$ cat config.mk
export PLATFORM = sky130hd
export DESIGN_NAME = magb_sample_assembler
export DESIGN_NICKNAME = d
export VERILOG_FILES = /design/src/rtl/magb_pkg.sv /design/src/rtl/magb_sample_fifo.sv /design/src/rtl/magb_sample_assembler.sv
export SDC_FILE = /design/constraint.sdc
export NUM_CORES = 1
export LEC_CHECK = 0
export BUFFER_PORTS_ARGS = -buffer_cell sky130_fd_sc_hd__clkbuf_2
export CAP_MARGIN = 25
export CORE_MARGIN = 1.5
export CORE_UTILIZATION = 44
export DETAILED_ROUTE_END_ITERATION = 8
export GPL_ROUTABILITY_DRIVEN = 0
export PLACE_DENSITY = 0.59
export SLEW_MARGIN = 20
export SYNTH_ARGS = -nofsm -noshare
export SYNTH_HDL_FRONTEND = slang
export SYNTH_SLANG_ARGS = --single-unit
$ cat constraint.sdc
create_clock -name PCLK -period 3.8 [get_ports PCLK]
set_input_delay 0.19 -clock PCLK [delete_from_list [all_inputs] [get_ports PCLK]]
set_output_delay 0.19 -clock PCLK [all_outputs]
set_load 0.01 [all_outputs]
$ cat src/rtl/magb_pkg.sv
// Shared types and constants for the MAGB sample assembler and its FIFO.
package magb_pkg;

  // Assembler FSM states.
  typedef enum logic [1:0] {
    ST_IDLE    = 2'd0,
    ST_COLLECT = 2'd1,
    ST_COMMIT  = 2'd2
  } state_t;

  // Width of one assembled {X, Y, Z} sample.
  localparam int SAMPLE_W = 48;

  // Byte positions within a frame, in arrival order.
  localparam logic [2:0] IDX_X_H = 3'd0;
  localparam logic [2:0] IDX_X_L = 3'd1;
  localparam logic [2:0] IDX_Y_H = 3'd2;
  localparam logic [2:0] IDX_Y_L = 3'd3;
  localparam logic [2:0] IDX_Z_H = 3'd4;
  localparam logic [2:0] IDX_Z_L = 3'd5;

  // Full-scale readings reported by the sensor when an axis saturates.
  localparam logic [15:0] SAT_POS = 16'h7FFF;
  localparam logic [15:0] SAT_NEG = 16'h8000;

  // Place one received byte into its slot of the sample word (X_H is the MSB).
  function automatic logic [SAMPLE_W-1:0] put_byte(input logic [SAMPLE_W-1:0] word,
                                                    input logic [2:0] idx,
                                                    input logic [7:0] data);
    logic [SAMPLE_W-1:0] res;
    res = word;
    case (idx)
      IDX_X_H: res[47:40] = data;
      IDX_X_L: res[39:32] = data;
      IDX_Y_H: res[31:24] = data;
      IDX_Y_L: res[23:16] = data;
      IDX_Z_H: res[15:8]  = data;
      IDX_Z_L: res[7:0]   = data;
      default: res = word;
    endcase
    return res;
  endfunction

  // True when any axis of the sample sits at positive or negative full scale.
  function automatic logic is_sat_sample(input logic [SAMPLE_W-1:0] word);
    logic hit;
    hit = 1'b0;
    for (int a = 0; a < 3; a++) begin
      if ((word[a*16 +: 16] == SAT_POS) || (word[a*16 +: 16] == SAT_NEG)) begin
        hit = 1'b1;
      end else begin
        hit = hit;
      end
    end
    return hit;
  endfunction

endpackage

$ cat src/rtl/magb_sample_fifo.sv
// Show-ahead synchronous FIFO. The head entry is held in a register so that
// rd_data is a flop output; it holds its last value once the FIFO drains.
module magb_sample_fifo
  import magb_pkg::*;
#(
  parameter int DEPTH = 4,
  parameter int WIDTH = SAMPLE_W
) (
  input  logic                       PCLK,
  input  logic                       PRESETN,
  input  logic                       wr_en,
  input  logic [WIDTH-1:0]           wr_data,
  input  logic                       rd_en,
  output logic [WIDTH-1:0]           rd_data,
  output logic                       empty,
  output logic                       full,
  output logic [$clog2(DEPTH):0]     level
);

  localparam int AW = $clog2(DEPTH);
  localparam int LW = AW + 1;

  logic [WIDTH-1:0] mem_r [DEPTH];
  logic [AW-1:0]    wr_ptr_r;
  logic [AW-1:0]    rd_ptr_r;
  logic [LW-1:0]    level_r;
  logic [WIDTH-1:0] head_r;
  logic             empty_r;
  logic             full_r;

  logic             rd_go_s;
  logic             wr_go_s;
  logic [LW-1:0]    level_next_s;
  logic [WIDTH-1:0] head_next_s;

  // Qualify requests, compute next occupancy and the entry presented after this edge.
  always_comb begin
    rd_go_s      = rd_en && !empty_r;
    wr_go_s      = wr_en && (!full_r || rd_go_s);
    level_next_s = level_r;
    head_next_s  = head_r;
    case ({wr_go_s, rd_go_s})
      2'b10:   level_next_s = level_r + LW'(1);
      2'b01:   level_next_s = level_r - LW'(1);
      default: level_next_s = level_r;
    endcase
    if (rd_go_s) begin
      if (level_r > LW'(1)) begin
        head_next_s = mem_r[rd_ptr_r + AW'(1)];
      end else if (wr_go_s) begin
        head_next_s = wr_data;
      end else begin
        head_next_s = head_r;
      end
    end else if (wr_go_s && empty_r) begin
      head_next_s = wr_data;
    end else begin
      head_next_s = head_r;
    end
  end

  // Storage, pointers, occupancy and registered status flags.
  always_ff @(posedge PCLK or negedge PRESETN) begin
    if (!PRESETN) begin
      for (int i = 0; i < DEPTH; i++) begin
        mem_r[i] <= {WIDTH{1'b0}};
      end
      wr_ptr_r <= {AW{1'b0}};
      rd_ptr_r <= {AW{1'b0}};
      level_r  <= {LW{1'b0}};
      head_r   <= {WIDTH{1'b0}};
      empty_r  <= 1'b1;
      full_r   <= 1'b0;
    end else begin
      if (wr_go_s) begin
        mem_r[wr_ptr_r] <= wr_data;
        wr_ptr_r        <= wr_ptr_r + AW'(1);
      end
      if (rd_go_s) begin
        rd_ptr_r <= rd_ptr_r + AW'(1);
      end
      level_r <= level_next_s;
      head_r  <= head_next_s;
      empty_r <= (level_next_s == {LW{1'b0}});
      full_r  <= (level_next_s == LW'(DEPTH));
    end
  end

  assign rd_data = head_r;
  assign empty   = empty_r;
  assign full    = full_r;
  assign level   = level_r;

endmodule

$ cat src/rtl/magb_sample_assembler.sv
// Assembles six magnetometer bytes into a signed {X,Y,Z} sample, queues it in a
// show-ahead FIFO and tracks aborted frames, overflow drops and saturation.
module magb_sample_assembler
  import magb_pkg::*;
#(
  parameter int FIFO_DEPTH     = 4,
  parameter int TIMEOUT_CYCLES = 1024,
  parameter int CNT_W          = 8
) (
  input  logic                          PCLK,
  input  logic                          PRESETN,
  input  logic [7:0]                    rx_data,
  input  logic                          rx_valid,
  input  logic                          frame_start,
  input  logic                          rd_en,
  input  logic                          clr_stats,
  output logic [SAMPLE_W-1:0]           rd_data,
  output logic                          empty,
  output logic                          full,
  output logic [$clog2(FIFO_DEPTH):0]   level,
  output logic                          sat_flag,
  output logic [CNT_W-1:0]              drop_count,
  output logic [CNT_W-1:0]              abort_count
);

  localparam int TW = $clog2(TIMEOUT_CYCLES) + 1;
  localparam logic [TW-1:0]    TMO_LAST = TW'(TIMEOUT_CYCLES - 1);
  localparam logic [CNT_W-1:0] CNT_ONE  = CNT_W'(1);
  localparam logic [CNT_W-1:0] CNT_MAX  = {CNT_W{1'b1}};

  state_t              state_r, state_next_s;
  logic [2:0]          idx_r, idx_next_s;
  logic [SAMPLE_W-1:0] shift_r, shift_next_s;
  logic [TW-1:0]       tmo_r, tmo_next_s;
  logic                abort_s;
  logic                commit_s;
  logic                drop_s;
  logic                sat_s;
  logic                full_s;

  logic                sat_r;
  logic [CNT_W-1:0]    drop_r;
  logic [CNT_W-1:0]    abort_r;

  // Next-state, byte placement, inter-byte timeout and abort/commit decode.
  always_comb begin
    state_next_s = state_r;
    idx_next_s   = idx_r;
    shift_next_s = shift_r;
    tmo_next_s   = {TW{1'b0}};
    abort_s      = 1'b0;
    commit_s     = 1'b0;
    case (state_r)
      ST_IDLE: begin
        if (rx_valid) begin
          shift_next_s = put_byte(shift_r, IDX_X_H, rx_data);
          idx_next_s   = IDX_X_L;
          state_next_s = ST_COLLECT;
        end else begin
          idx_next_s   = IDX_X_H;
          state_next_s = ST_IDLE;
        end
      end
      ST_COLLECT: begin
        if (frame_start) begin
          // A new transaction kills the partial frame; a coincident byte opens the new one.
          abort_s = 1'b1;
          if (rx_valid) begin
            shift_next_s = put_byte(shift_r, IDX_X_H, rx_data);
            idx_next_s   = IDX_X_L;
            state_next_s = ST_COLLECT;
          end else begin
            idx_next_s   = IDX_X_H;
            state_next_s = ST_IDLE;
          end
        end else if (rx_valid) begin
          shift_next_s = put_byte(shift_r, idx_r, rx_data);
          if (idx_r == IDX_Z_L) begin
            idx_next_s   = IDX_X_H;
            state_next_s = ST_COMMIT;
          end else begin
            idx_next_s   = idx_r + 3'd1;
            state_next_s = ST_COLLECT;
          end
        end else if (tmo_r == TMO_LAST) begin
          abort_s      = 1'b1;
          idx_next_s   = IDX_X_H;
          state_next_s = ST_IDLE;
        end else begin
          tmo_next_s   = tmo_r + TW'(1);
        end
      end
      ST_COMMIT: begin
        commit_s = 1'b1;
        if (rx_valid) begin
          shift_next_s = put_byte(shift_r, IDX_X_H, rx_data);
          idx_next_s   = IDX_X_L;
          state_next_s = ST_COLLECT;
        end else begin
          idx_next_s   = IDX_X_H;
          state_next_s = ST_IDLE;
        end
      end
      default: begin
        idx_next_s   = IDX_X_H;
        state_next_s = ST_IDLE;
      end
    endcase
    drop_s = commit_s && full_s && !rd_en;
    sat_s  = commit_s && is_sat_sample(shift_r);
  end

  // FSM state, byte index, assembly register and timeout counter.
  always_ff @(posedge PCLK or negedge PRESETN) begin
    if (!PRESETN) begin
      state_r <= ST_IDLE;
      idx_r   <= IDX_X_H;
      shift_r <= {SAMPLE_W{1'b0}};
      tmo_r   <= {TW{1'b0}};
    end else begin
      state_r <= state_next_s;
      idx_r   <= idx_next_s;
      shift_r <= shift_next_s;
      tmo_r   <= tmo_next_s;
    end
  end

  // Sticky saturation flag and saturating statistics; a set event beats a clear.
  always_ff @(posedge PCLK or negedge PRESETN) begin
    if (!PRESETN) begin
      sat_r   <= 1'b0;
      drop_r  <= {CNT_W{1'b0}};
      abort_r <= {CNT_W{1'b0}};
    end else begin
      if (sat_s) begin
        sat_r <= 1'b1;
      end else if (clr_stats) begin
        sat_r <= 1'b0;
      end else begin
        sat_r <= sat_r;
      end

      if (drop_s) begin
        if (clr_stats) begin
          drop_r <= CNT_ONE;
        end else if (drop_r != CNT_MAX) begin
          drop_r <= drop_r + CNT_ONE;
        end else begin
          drop_r <= drop_r;
        end
      end else if (clr_stats) begin
        drop_r <= {CNT_W{1'b0}};
      end else begin
        drop_r <= drop_r;
      end

      if (abort_s) begin
        if (clr_stats) begin
          abort_r <= CNT_ONE;
        end else if (abort_r != CNT_MAX) begin
          abort_r <= abort_r + CNT_ONE;
        end else begin
          abort_r <= abort_r;
        end
      end else if (clr_stats) begin
        abort_r <= {CNT_W{1'b0}};
      end else begin
        abort_r <= abort_r;
      end
    end
  end

  magb_sample_fifo #(
    .DEPTH (FIFO_DEPTH),
    .WIDTH (SAMPLE_W)
  ) u_fifo (
    .PCLK    (PCLK),
    .PRESETN (PRESETN),
    .wr_en   (commit_s),
    .wr_data (shift_r),
    .rd_en   (rd_en),
    .rd_data (rd_data),
    .empty   (empty),
    .full    (full_s),
    .level   (level)
  );

  assign full        = full_s;
  assign sat_flag    = sat_r;
  assign drop_count  = drop_r;
  assign abort_count = abort_r;

endmodule

## After elaboration in Yosys (flattened, before gate mapping)

Cells that the tools add are included.

| storage, ports and cells | value |
|---|---|
| input port bits | 14 |
| bits in registers | 330 |
| output and inout bits | 70 |
| word-level logic and storage cells | 152 |

| operators by class | value |
|---|---|
| magnitude comparators | 4 |
| add/sub/neg operators | 8 |
| eq/ne operators | 28 |
| reductions and logical operators | 34 |
| mux-type cells | 54 |
| bitwise operators | 2 |

Operator list:

| cell | count |
|---|---|
| $mux 48 | 10 |
| $bwmux 192 | 1 |
| $mux 8 | 13 |
| $bmux 48 s2 | 1 |
| $demux 48 s2 | 1 |
| $pmux 48 s2 | 1 |
| $eq 16x15->1 const B | 3 |
| $eq 16x16->1 const B | 3 |
| $mux 11 | 4 |
| $reduce_and 3->1 | 6 |
| $add 8x1->8 const B | 2 |
| $ne 8x8->1 const B | 2 |
| $ne 3x2->1 const B | 5 |
| $reduce_bool 2->1 | 7 |
| $mux 1 | 12 |
| $mux 3 | 4 |
| $pmux 3 s2 | 2 |
| $add 11x1->11 const B | 1 |
| $eq 11x10->1 const B | 1 |
| $eq 3x3->1 const B | 3 |
| $ne 3x3->1 const B | 3 |
| $mux 2 | 4 |
| $logic_and 1x1->1 | 7 |
| $add 3x1->3 const B | 2 |
| other kinds (18) | 32 |

## Longest topological paths before layout

Gate-level depths: netlist (run 1).

| logic depth | value |
|---|---|
| word-level depth | 7 |
| depth in mapped cells | 10 |

## Modules after synthesis

From an unflattened synthesis (run 1), not the netlist that was laid out.

| unflattened totals | value |
|---|---|
| cells, all modules | 1065 |
| area, all modules | 14874.3 sq um |

Modules (own cells, without submodules):

| module | area an instance (sq um) | times used | sequential area each (sq um) | cells an instance |
|---|---|---|---|---|
| magb_sample_fifo | 11071.9 | 1 | 6232.2 | 735 |
| magb_sample_assembler | 3802.4 | 1 | 2026.9 | 330 |

## Worst setup path after synthesis (run 1)

Ideal clock, no wire load.

| timing path | value |
|---|---|
| path kind | reg-to-reg |
| from | register u_fifo.empty_r, in the netlist u_fifo.empty |
| to | register u_fifo.full_r, in the netlist u_fifo.full |
| arrival | 1.914 ns |
| path buffers | 1 |
| stages on the path, launching flop included | 11 |
| required time | 3.727 ns |
| setup slack | 1.813 ns |
| cells stage by stage | dfstp_2 -> nand2b_1 -> buf_2 -> a21oi_4 -> inv_1 -> ha_1 -> inv_1 -> o211ai_1 -> o21ai_0 -> or2_2 -> nor2b_1 |

| on the way | value |
|---|---|
| longest elaborated chain between the ends | 7 |
| elaborated cells between the ends (all ways) | 8 |

Ends and longest elaborated chain:

| element | line | text |
|---|---|---|
| start: declaration | magb_sample_fifo.sv:28 | `logic empty_r;` |
| start signal: assignment | magb_sample_fifo.sv:84 | `empty_r <= (level_next_s == {LW{1'b0}});` |
| $logic_not 1->1 (*) | magb_sample_fifo.sv:38 | `rd_go_s = rd_en && !empty_r;` |
| $logic_and 1x1->1 (*) | magb_sample_fifo.sv:38 |  |
| $logic_or 1x1->1 (*) | magb_sample_fifo.sv:39 | `wr_go_s = wr_en && (!full_r \|\| rd_go_s);` |
| $logic_and 1x1->1 (*) | magb_sample_fifo.sv:39 |  |
| net u_fifo.wr_go_s | magb_sample_fifo.sv:32 | `logic wr_go_s;` |
| $eq 2x1->1 or $eq 2x2->1 (tied branches) | magb_sample_fifo.sv:42 | `case ({wr_go_s, rd_go_s})` |
| $pmux 3 s2 (*) | magb_sample_fifo.sv:42 |  |
| net u_fifo.level_next_s[0] | magb_sample_fifo.sv:33 | `logic [LW-1:0] level_next_s;` |
| $eq 3x3->1 (*) | magb_sample_fifo.sv:85 | `full_r <= (level_next_s == LW'(DEPTH));` |
| end signal: assignment | magb_sample_fifo.sv:85 |  |
| end: declaration | magb_sample_fifo.sv:29 | `logic full_r;` |

Mark *: on every way through the listed nets, which the timed path passes. The rest lies on a longest branch.
A chain may end at the register's enable or synchronous reset.

## Worst setup path after layout (run 1)

| timing path | value |
|---|---|
| from | register u_fifo.empty_r, in the netlist u_fifo.empty |
| to | register u_fifo.mem_r[8] (netlist bit) |

| on the way | value |
|---|---|
| longest elaborated chain between the ends | 4 |

Ends and longest elaborated chain:

| element | line | text |
|---|---|---|
| $logic_not 1->1 | magb_sample_fifo.sv:38 |  |
| $logic_and 1x1->1 | magb_sample_fifo.sv:38 |  |
| $logic_or 1x1->1 | magb_sample_fifo.sv:39 |  |
| $logic_and 1x1->1 | magb_sample_fifo.sv:39 |  |
| net u_fifo.wr_go_s | magb_sample_fifo.sv:32 |  |
| end signal: indexed assignment | magb_sample_fifo.sv:66 | `mem_r[i] <= {WIDTH{1'b0}};` |
| end signal: indexed assignment | magb_sample_fifo.sv:76 | `mem_r[wr_ptr_r] <= wr_data;` |
| end: declaration | magb_sample_fifo.sv:23 | `logic [WIDTH-1:0] mem_r [DEPTH];` |

The timed path passes the listed nets, and every way through them passes these cells.

==> metrics.txt, run 1 <==
cts bufs inserted=37; die width=187 µm; row cnt=67; Startpoint Class=register; CP Max Fanout=25; clock-pin slew on the worst setup and hold paths=0.05 ns; DRC violation count after routing=0; vias post-DR=8659; first-pass GRT wire length=50900 µm; initial antenna violation count=0; Sink Count=330; busiest grt layer=met2; largest net degree at the start of global routing=99; sw frac=26.7%; All-Layer GR Usage=18.3%; combinational share of power=11.9%; register share of total power=47.2%; reg2reg start=u_fifo.empty; vias in the first global route=9067; RSZ-0062 raised after global routing=false; setup ws final=1.33 ns; EDFF count, synth=0; net switching power=2330 µW; DRT Pass-1 Iters=4; hold path startpoint=rx_valid; root buf cell=clkbuf_16; Max Slew Vio Count=0; Synth-to-Final Area Change=14.4%; skew final=0.0241 ns; pre-CTS setup slack=1.30 ns; GR Layer Usage met1=26.1%; Cell variety after synth=57; crit end category=register; mapped cell area=0.0149 mm²; Fillers=2918; Cells after Synth=1052; crit path time final=2.47 ns; syn_area_per_cell=14.2 µm²; die area=0.0350 mm²; post-DP HPWL=19100 µm; die height=187 µm; CP Data Arrival Time=2.86 ns; fin cells=1617; Initial DRC Count=467; Boundary Pins=84; P_leak=0.00792 µW; Hold Crit Class=primary input to register; Longest Clk Path Bufs=3; register area share after synthesis=55.5%; Async SR Flop Fraction=100%; H-tree Lvls=2; vias per cell=5.35; Routed wire per std cell=19.1 µm; Post-layout nets=1168; Pint=6400 µW; Final Util=50.9%; placed instance count=1541; PwrDens=513 mW/mm²; final wirelength=30900 µm; grt met3 use=2.80%; clock latency on the worst-skew pair=0.52 ns; outcome=completed; core area=0.0334 mm²; CTS tree=yes; Critical path origin=u_fifo.empty; commonest non-fill, non-tap cell in the layout=dfrtp_1; Post-Layout Inst Area=0.0170 mm²; post-synth net total=1079; # Post-CTS Setup Buffers=0; n_diodes=0; Placed Area=0.0157 mm²; most frequent cells in the layout=dfrtp_1 (327), mux2_2 (235), clkbuf_2 (82), nand2_1 (65), o21ai_0 (61); Max Cap Viol=0; Worst-Margin Slew=1.01 ns; ys flop type=dfrtp_1; required time of the critical path=4.19 ns; Synth warnings=0; port bufs=83; multi-input logic area=0.00622 mm²; Sequential Area=0.00827 mm²; Final period util=65.0%; Yosys reg bits=330; Final Hold Viols=0; clock group share of total power=40.9%; initial core utilization=44.5%; gr ovfl total=0; Peak Freq=405 MHz; met2 global-route usage=29.5%; Worst VDD drop=0.000310 V; Setup-failing EPs final=0; setup tns final=0 ns; fraction of layout cells with a size suffix above 1=39.3%; max_slew headroom=32.6%; antenna viol nets, final=0; Crit Path Category=register to register
[final timing paths]
kind / end / slack (ns) / cells past startpoint
min reg2reg: u_fifo.rd_data[24] / 0.48 / 2
max: u_fifo.mem_r[8] / 1.33 / 5
min: state_r[0] / 0.04 / 3
min in group asynchronous: u_fifo.rd_data[18] / 0.31 / 2
max reg2reg: u_fifo.mem_r[8] / 1.33 / 5
max in group asynchronous: u_fifo.empty / 2.44 / 3
[synth_stat cells (2+ instances only)]
cell / count / area [µm²]
mux4_2: 48 / 1080
and2_1: 17 / 106
o22ai_1: 2 / 12.5
nor2_1: 29 / 109
a21oi_1: 8 / 40.0
buf_1: 2 / 7.51
buf_6: 13 / 146
mux2_1: 5 / 56.3
or2_2: 2 / 12.5
and3_1: 4 / 25.0
buf_2: 14 / 70.1
nor4_4: 2 / 42.5
nand3b_1: 3 / 22.5
nand3_1: 13 / 65.1
mux2i_1: 51 / 510
ha_1: 13 / 163
dfrtp_1: 329 / 8230
xnor2_1: 14 / 123
nand2b_1: 2 / 12.5
clkbuf_1: 13 / 48.8
or3_1: 2 / 12.5
a2111oi_2: 2 / 30.0
nor4_1: 12 / 75.1
xor2_1: 5 / 43.8
o211ai_1: 2 / 15.0
nor3_1: 3 / 15.0
buf_4: 13 / 97.6
mux2_2: 235 / 2650
nand4_1: 16 / 100
nor4b_1: 3 / 26.3
nand2_1: 65 / 244
inv_1: 17 / 63.8
o21ai_1: 2 / 10.0
o21ai_0: 61 / 305
a21o_1: 2 / 15.0
nor2b_1: 3 / 18.8
nand4b_1: 4 / 35.0
nor4b_4: 2 / 47.6
[cells by family after synthesis]
logic type                 share of synthesized area, %
buffers and inverters                              2.95
AOI/OAI and AO/OA                                  3.29
muxes                                              28.8
DFF                                                55.5
adders and majority gates                          1.09
and+or+nand+nor                                    7.25
xor gates and xnor gates                           1.12
[critical path: stages (launching register included)]
cell and delay (ns):
dfstp_2 0.37, nand2b_1 0.28, a21oi_4 0.36, and2_2 0.68, buf_12 0.29, mux2_2 0.36
[stage by stage]
stage | power, µW | hold slack (ns)
floorplan | 4760 | -0.106
global placement | 5240 | 0.299
detailed placement | 5250 | 0.288
CTS | 8860 | 0.0213
global route | 9130 | 0.0384
finish | 8730 | 0.0372
[final cells by class]
cell class                      instances  area share [%]
Inverter                               17           0.375
Clock inverter                         10           0.771
Timing Repair Buffer                  106            4.09
Clock buffer                           57            6.42
Multi-Input combinational cell        649            36.5
Sequential cell                       330            48.5
Tap cell                              448            3.29
[what timing repair did]
action / in CTS / in global routing
endpoints found under the hold margin: 110 / 0
gates resized for setup: 0 / 0
hold buffers: 9 / 0
[power groups by stage]
stage	registers, µW	logic, µW	clock network [µW]
after floorplan	3950	816	0
after global placement	4190	1050	0
after detailed placement	4190	1060	0
after CTS	4130	1070	3660
after global routing	4170	1160	3800
final	4120	1040	3570
[per-layer routing]
metal / up-vias / share of wire, %
li1: 4011 / -
met1: 4502 / 48
met2: 108 / 48
met3: 38 / 3.1
met4: 0 / 1.8
met5: - / 0
[state kept, by name, indices dropped and copies added, names as in the netlist, 2 cells and up]
register / cells
abort_count: 8
u_fifo.rd_ptr_r: 2
u_fifo.wr_ptr_r: 2
idx_r: 3
state_r: 2
u_fifo.level: 3
u_fifo.rd_data: 48
shift_r: 48
tmo_r: 11
u_fifo.mem_r: 192
drop_count: 8
No activity file was read; power rests on OpenSTA's default activity.
==> run 2, diff against run 1 <==
==> constraint.sdc (replaced) <==
create_clock -name PCLK -period 2.3 [get_ports PCLK]
set_input_delay 0.115 -clock PCLK [delete_from_list [all_inputs] [get_ports PCLK]]
set_output_delay 0.115 -clock PCLK [all_outputs]
set_load 0.01 [all_outputs]
==> run 2 against run 1 <==
Worst hold slack improved by 0.031 ns. Fmax increased by 16%. Non-clock buffer count increased by 22. Sequential power increased by 56%. Die area unchanged. Utilization increased by 0.60 points. Flip-flop and latch count unchanged. Clock-buffer cell count decreased by 5. Critical path type unchanged. Critical endpoint is now u_fifo.full. Largest power group unchanged.
==> metrics.txt, run 2 (synthesized netlist as in run 1, its figures left out) <==
Buffers & Inverters on Critical Path=1 (unchanged); sw frac=26.8% (was 26.7%); crit-path cells=nand2b_1 > a21oi_4 > buf_4 > ha_1 > o211ai_1 > o21ai_0 > or2_2 > nor2b_1 (was nand2b_1 > a21oi_4 > and2_2 > buf_12 > mux2_2); setup tns final=0 ns (unchanged); CP Max Fanout=9 (was 25); commonest non-fill, non-tap cell in the layout=dfrtp_1 (unchanged); clock latency on the worst-skew pair=0.51 ns (was 0.52 ns); vias per cell=5.36 (was 5.35); die area=0.0350 mm² (unchanged); gr ovfl total=0 (unchanged); skew final=0.0141 ns (was 0.0241 ns); die width=187 µm (unchanged); max reg flops=192 (unchanged); first-pass GRT wire length=51200 µm (was 50900 µm); critical path's slowest cell=dfstp_2 (was and2_2); die height=187 µm (unchanged); Post-layout nets=1190 (was 1168); CTS tree=yes (unchanged); Max Cap Viol=0 (unchanged); core area=0.0334 mm² (unchanged); row cnt=67 (unchanged); net switching power=3840 µW (was 2330 µW); Final Hold Viols=0 (unchanged); max_slew headroom=60.0% (was 32.6%); Max Slew Vio Count=0 (unchanged); Total Power=14300 µW (was 8730 µW); Fillers=2883 (was 2918); Sink Count=330 (unchanged); CP Data Arrival Time=2.56 ns (was 2.86 ns); Longest Clk Path Bufs=3 (unchanged); DRC violation count after routing=0 (unchanged); PwrDens=832 mW/mm² (was 513 mW/mm²); Crit. path cell count=8 (was 5); Setup-failing EPs final=0 (unchanged); crit end category=register (unchanged); post-DP HPWL=19300 µm (was 19100 µm); All-Layer GR Usage=18.5% (was 18.3%); clock group share of total power=39.5% (was 40.9%); # Post-CTS Setup Buffers=0 (unchanged); Worst VDD drop=0.000527 V (was 0.000310 V); Pint=10500 µW (was 6400 µW); DRT Pass-1 Iters=4 (unchanged); n_diodes=0 (unchanged); port bufs=83 (unchanged); Startpoint Class=register (unchanged); most frequent cells in the layout=dfrtp_1 (327), mux2_2 (235), clkbuf_2 (82), nand2_1 (65), o21ai_0 (61) (unchanged); Boundary Pins=84 (unchanged); Routed wire per std cell=19.0 µm (was 19.1 µm); RSZ-0062 raised after global routing=false (unchanged); Hold Crit Class=primary input to register (unchanged); Post-Layout Inst Area=0.0172 mm² (was 0.0170 mm²); crit path time final=2.13 ns (was 2.47 ns); CP peak stage delay=0.53 ns (was 0.68 ns); Worst Hold Depth=2 (was 3); combinational share of power=15.6% (was 11.9%); initial core utilization=44.5% (unchanged); antenna viol nets, final=0 (unchanged); fraction of layout cells with a size suffix above 1=40.5% (was 39.3%); Synth-to-Final Area Change=15.7% (was 14.4%); initial antenna violation count=0 (unchanged); final wirelength=31000 µm (was 30900 µm); P_leak=0.00803 µW (was 0.00792 µW); Final Util=51.5% (was 50.9%); vias post-DR=8748 (was 8659); register share of total power=44.9% (was 47.2%); placed instance count=1562 (was 1541); Crit Path Category=register to register (unchanged); largest net degree at the start of global routing=83 (was 99); Peak Freq=470 MHz (was 405 MHz); Initial DRC Count=420 (was 467); cts bufs inserted=37 (unchanged); clock-pin slew on the worst setup and hold paths=0.06 ns (was 0.05 ns); root buf cell=clkbuf_16 (unchanged); Worst-Margin Slew=0.600 ns (was 1.01 ns); r2r worst-path depth=8 (was 5); fin cells=1633 (was 1617); critical path's top delay family=simple AND/OR/NAND/NOR gates (unchanged); Biggest register=u_fifo.mem_r (unchanged); required time of the critical path=2.74 ns (was 4.19 ns); Placed Area=0.0160 mm² (was 0.0157 mm²); outcome=completed (unchanged); Final period util=92.4% (was 65.0%); post-CTS resize count=0 (unchanged); H-tree Lvls=2 (unchanged); vias in the first global route=9075 (was 9067)
[run 2: cell types whose count changed in the layout (fill, tap and decap cells not counted)]
cell	delta
buf_12	+8
buf_4	+13
bufinv_16	-1
clkbuf_1	-6
clkbuf_16	-2
clkbuf_8	+3
clkinv_2	+1
dfrtp_2	+1
dfrtp_4	-1
dlygate4sd3_1	+1
inv_6	-1
[run 2: final cells by class]
cell class	count	area (µm²)	share of cell area [%]
Clock buffer	52	1060	6.17
Clock inverter	9	97.6	0.566
Inverter	17	63.8	0.370
Multi-Input combinational cell	649	6220	36.1
Sequential cell	330	8260	48.0
Tap cell	448	561	3.25
Timing Repair Buffer	128	963	5.59
[run 2: final timing paths]
path	to	startpoint	slack [ns]
setup / recovery	u_fifo.full	u_fifo.empty	0.17
hold / removal	drop_count[7]	clr_stats	0.07
setup reg to reg	u_fifo.full	u_fifo.empty	0.17
hold reg to reg	u_fifo.rd_data[25]	u_fifo.rd_data[25]	0.47
max in group asynchronous	u_fifo.mem_r[17]	PRESETN	1.34
min in group asynchronous	u_fifo.mem_r[115]	PRESETN	0.17
[run 2: power by group through the flow]
stage	combinational [µW]	clock, µW	sequential (µW)
after CTS	2310	5840	6440
after floorplan	1350	0	6520
final	2240	5670	6430
after global placement	2270	0	6530
after global routing	2460	6060	6490
after detailed placement	2280	0	6540
[run 2: metal layers]
metal | global-route usage, % | part of all wire [%] | vias to the layer above
met2 | 30.3 | 48 | 137
li1 | - | - | 4044
met4 | 5.02 | 2.1 | 0
met1 | 25.9 | 47 | 4520
met5 | 0 | 0 | -
met3 | 2.68 | 3.2 | 47
[run 2: through the flow]
| step | worst slack [ns] | hold slack [ns] |
|---|---|---|
| floorplan | 0.313 | -0.181 |
| global placement | 0.221 | 0.132 |
| detailed placement | 0.188 | 0.133 |
| CTS | 0.160 | 0.0476 |
| global route | 0.0486 | 0.0960 |
| finish | 0.175 | 0.0679 |
[run 2: repair_timing]
action | CTS | global route
setup endpoints to repair | 0 | 0
hold buffers | 10 | 0
hold endpoints to repair | 81 | 0
[run 2: worst reg2reg max path, stage by stage, from the launching register on]
cell and delay, ns:
dfstp_2 0.53, nand2b_1 0.29, a21oi_4 0.09, buf_4 0.17, ha_1 0.23, o211ai_1 0.16
o21ai_0 0.15, or2_2 0.33, nor2b_1 0.11
==> run 3, diff against run 2 <==
--- a/config.mk
+++ b/config.mk
@@ -7,6 +7,7 @@
 export LEC_CHECK = 0
 export BUFFER_PORTS_ARGS = -buffer_cell sky130_fd_sc_hd__clkbuf_2
 export CAP_MARGIN = 25
+export CORE_ASPECT_RATIO = 1.2
 export CORE_MARGIN = 1.5
 export CORE_UTILIZATION = 44
 export DETAILED_ROUTE_END_ITERATION = 8
==> run 3 against run 2 <==
Global-route usage grew 0.64 points. Clock skew shrank 0.0044 ns. Wire length grew 1.2%. Non-clock buffer count shrank 3. First-iteration DRC count shrank 7.6%. Final cell count shrank 0.12%. Total power shrank 0.92%. Via count shrank 0.23%. Die area is essentially flat. Highest routed layer unchanged.
==> metrics.txt, run 3 (synthesized netlist as in run 1, its figures left out) <==
final wirelength=31400 µm (was 31000 µm); Sink Count=330 (unchanged); skew final=0.00974 ns (was 0.0141 ns); CP Max Fanout=8 (was 9); max_slew headroom=56.1% (was 60.0%); reg2reg start=state_r[0] (was u_fifo.empty); port bufs=83 (unchanged); # Post-CTS Setup Buffers=0 (unchanged); Startpoint Class=register (unchanged); most frequent cells in the layout=dfrtp_1 (327), mux2_2 (235), clkbuf_2 (82), nand2_1 (65), o21ai_0 (61) (unchanged); H-tree Lvls=2 (unchanged); setup ws final=0.211 ns (was 0.175 ns); crit-path cells=nand2b_2 > a21oi_4 > inv_1 > ha_1 > inv_1 > o211ai_1 > o21ai_0 > or2_2 > nor2b_1 (was nand2b_1 > a21oi_4 > buf_4 > ha_1 > o211ai_1 > o21ai_0 > or2_2 > nor2b_1); cts bufs inserted=35 (was 37); required time of the critical path=2.74 ns (about the same); hold path startpoint=clr_stats (unchanged); DR WL met2=15300 µm (was 14800 µm); Post-layout nets=1185 (was 1190); Setup-failing EPs final=0 (unchanged); die width=171 µm (was 187 µm); P_leak=0.00802 µW (was 0.00803 µW); post-CTS resize count=0 (unchanged); Placed Area=0.0160 mm² (about the same); outcome=completed (unchanged); DRC violation count after routing=0 (unchanged); vias post-DR=8728 (was 8748); Max Slew Vio Count=0 (unchanged); RSZ-0062 raised after global routing=false (unchanged); PwrDens=824 mW/mm² (was 832 mW/mm²); Final Hold Viols=0 (unchanged); row cnt=73 (was 67); post-DP HPWL=20100 µm (was 19300 µm); CTS Hold Bufs=10 (unchanged); CP Data Arrival Time=2.53 ns (was 2.56 ns); Post-Layout Inst Area=0.0172 mm² (about the same); Met3 Wirelength=966 µm (was 997 µm); die area=0.0350 mm² (about the same); Hold Crit Class=primary input to register (unchanged); top routing layer used=met4 (unchanged); CTS tree=yes (unchanged); antenna viol nets, final=0 (unchanged); fraction of layout cells with a size suffix above 1=40.1% (was 40.5%); gr ovfl total=0 (unchanged); root buf cell=clkbuf_16 (unchanged); CP peak stage delay=0.45 ns (was 0.53 ns); pre-CTS setup slack=0.205 ns (was 0.188 ns); Initial DRC Count=388 (was 420); All-Layer GR Usage=19.1% (was 18.5%); Worst-Margin Slew=0.652 ns (was 0.600 ns); n_diodes=0 (unchanged); vias in the first global route=9193 (was 9075); Crit path top cell by count=inv_1; Peak Freq=479 MHz (was 470 MHz); clock latency on the worst-skew pair=0.51 ns (about the same); Routed wire per std cell=19.2 µm (was 19.0 µm); Biggest register=u_fifo.mem_r (unchanged); Synth-to-Final Area Change=15.7% (about the same); clock-pin slew on the worst setup and hold paths=0.06 ns (about the same); Total Power=14200 µW (was 14300 µW); commonest non-fill, non-tap cell in the layout=dfrtp_1 (unchanged); Final period util=90.8% (was 92.4%); Boundary Pins=84 (unchanged); die height=205 µm (was 187 µm); crit end category=register (unchanged); first-pass GRT wire length=51900 µm (was 51200 µm); core area=0.0332 mm² (was 0.0334 mm²); DRT Pass-1 Iters=6 (was 4); max reg flops=192 (unchanged); largest net degree at the start of global routing=72 (was 83); initial core utilization=44.8% (was 44.5%); initial antenna violation count=0 (unchanged); Longest Clk Path Bufs=3 (unchanged); vias per cell=5.35 (was 5.36); crit path time final=2.09 ns (was 2.13 ns); Critical path origin=state_r[0] (was u_fifo.empty); Crit Path Category=register to register (unchanged); critical path's slowest cell=dfrtp_1 (was dfstp_2); Fillers=2960 (was 2883); Worst VDD drop=0.000632 V (was 0.000527 V); M1 WL=14500 µm (about the same); Max Cap Viol=0 (unchanged); setup tns final=0 ns (unchanged)
[run 3: final timing paths]
kind	end	cells after the start	slack (ns)
max	u_fifo.full	9	0.21
min in group asynchronous	u_fifo.mem_r[118]	2	0.12
max in group asynchronous	u_fifo.mem_r[40]	4	1.34
max reg2reg	u_fifo.full	9	0.21
min reg2reg	u_fifo.rd_data[35]	2	0.47
min	drop_count[7]	2	0.07
[run 3: area by class of cell]
cell class | count | area (µm²) | share of cell area (%)
repair buffers | 125 | 1000 | 5.82
flip-flops and latches | 330 | 8260 | 47.9
clock buffers | 54 | 1070 | 6.21
well taps | 450 | 563 | 3.27
multi-input cells | 649 | 6220 | 36.1
clock inverters | 6 | 55.1 | 0.319
inverters | 17 | 63.8 | 0.370
[run 3: critical path: cells and delay by family, from the launching register on]
family / cells / cell delay (ns)
buffers and inverters: 2 / 0.15
flip-flops: 1 / 0.45
AND/OR/NAND/NOR: 3 / 0.66
adder cells (fa/ha/maj): 1 / 0.34
AO/OA/AOI/OAI: 3 / 0.41
[run 3: stage by stage]
step	hold WS (ns)	utilization (%)	std cells
detailed placement	0.0634	48.2	1561
global placement	0.0687	48.2	1561
global route	0.110	51.8	1631
floorplan	-0.181	-	1052
CTS	0.0583	51.8	1631
finish	0.0658	51.8	1631
[run 3: power breakdown]
part / internal, µW / switching [µW]
sequential: 6120 / 323
combinational: 961 / 1280
clock: 3300 / 2220
[run 3: metal layers]
layer,vias up,global-route usage (%)
li1,4032,-
met4,0,5.58
met5,-,0
met3,48,2.57
met1,4504,26.4
met2,144,31.6
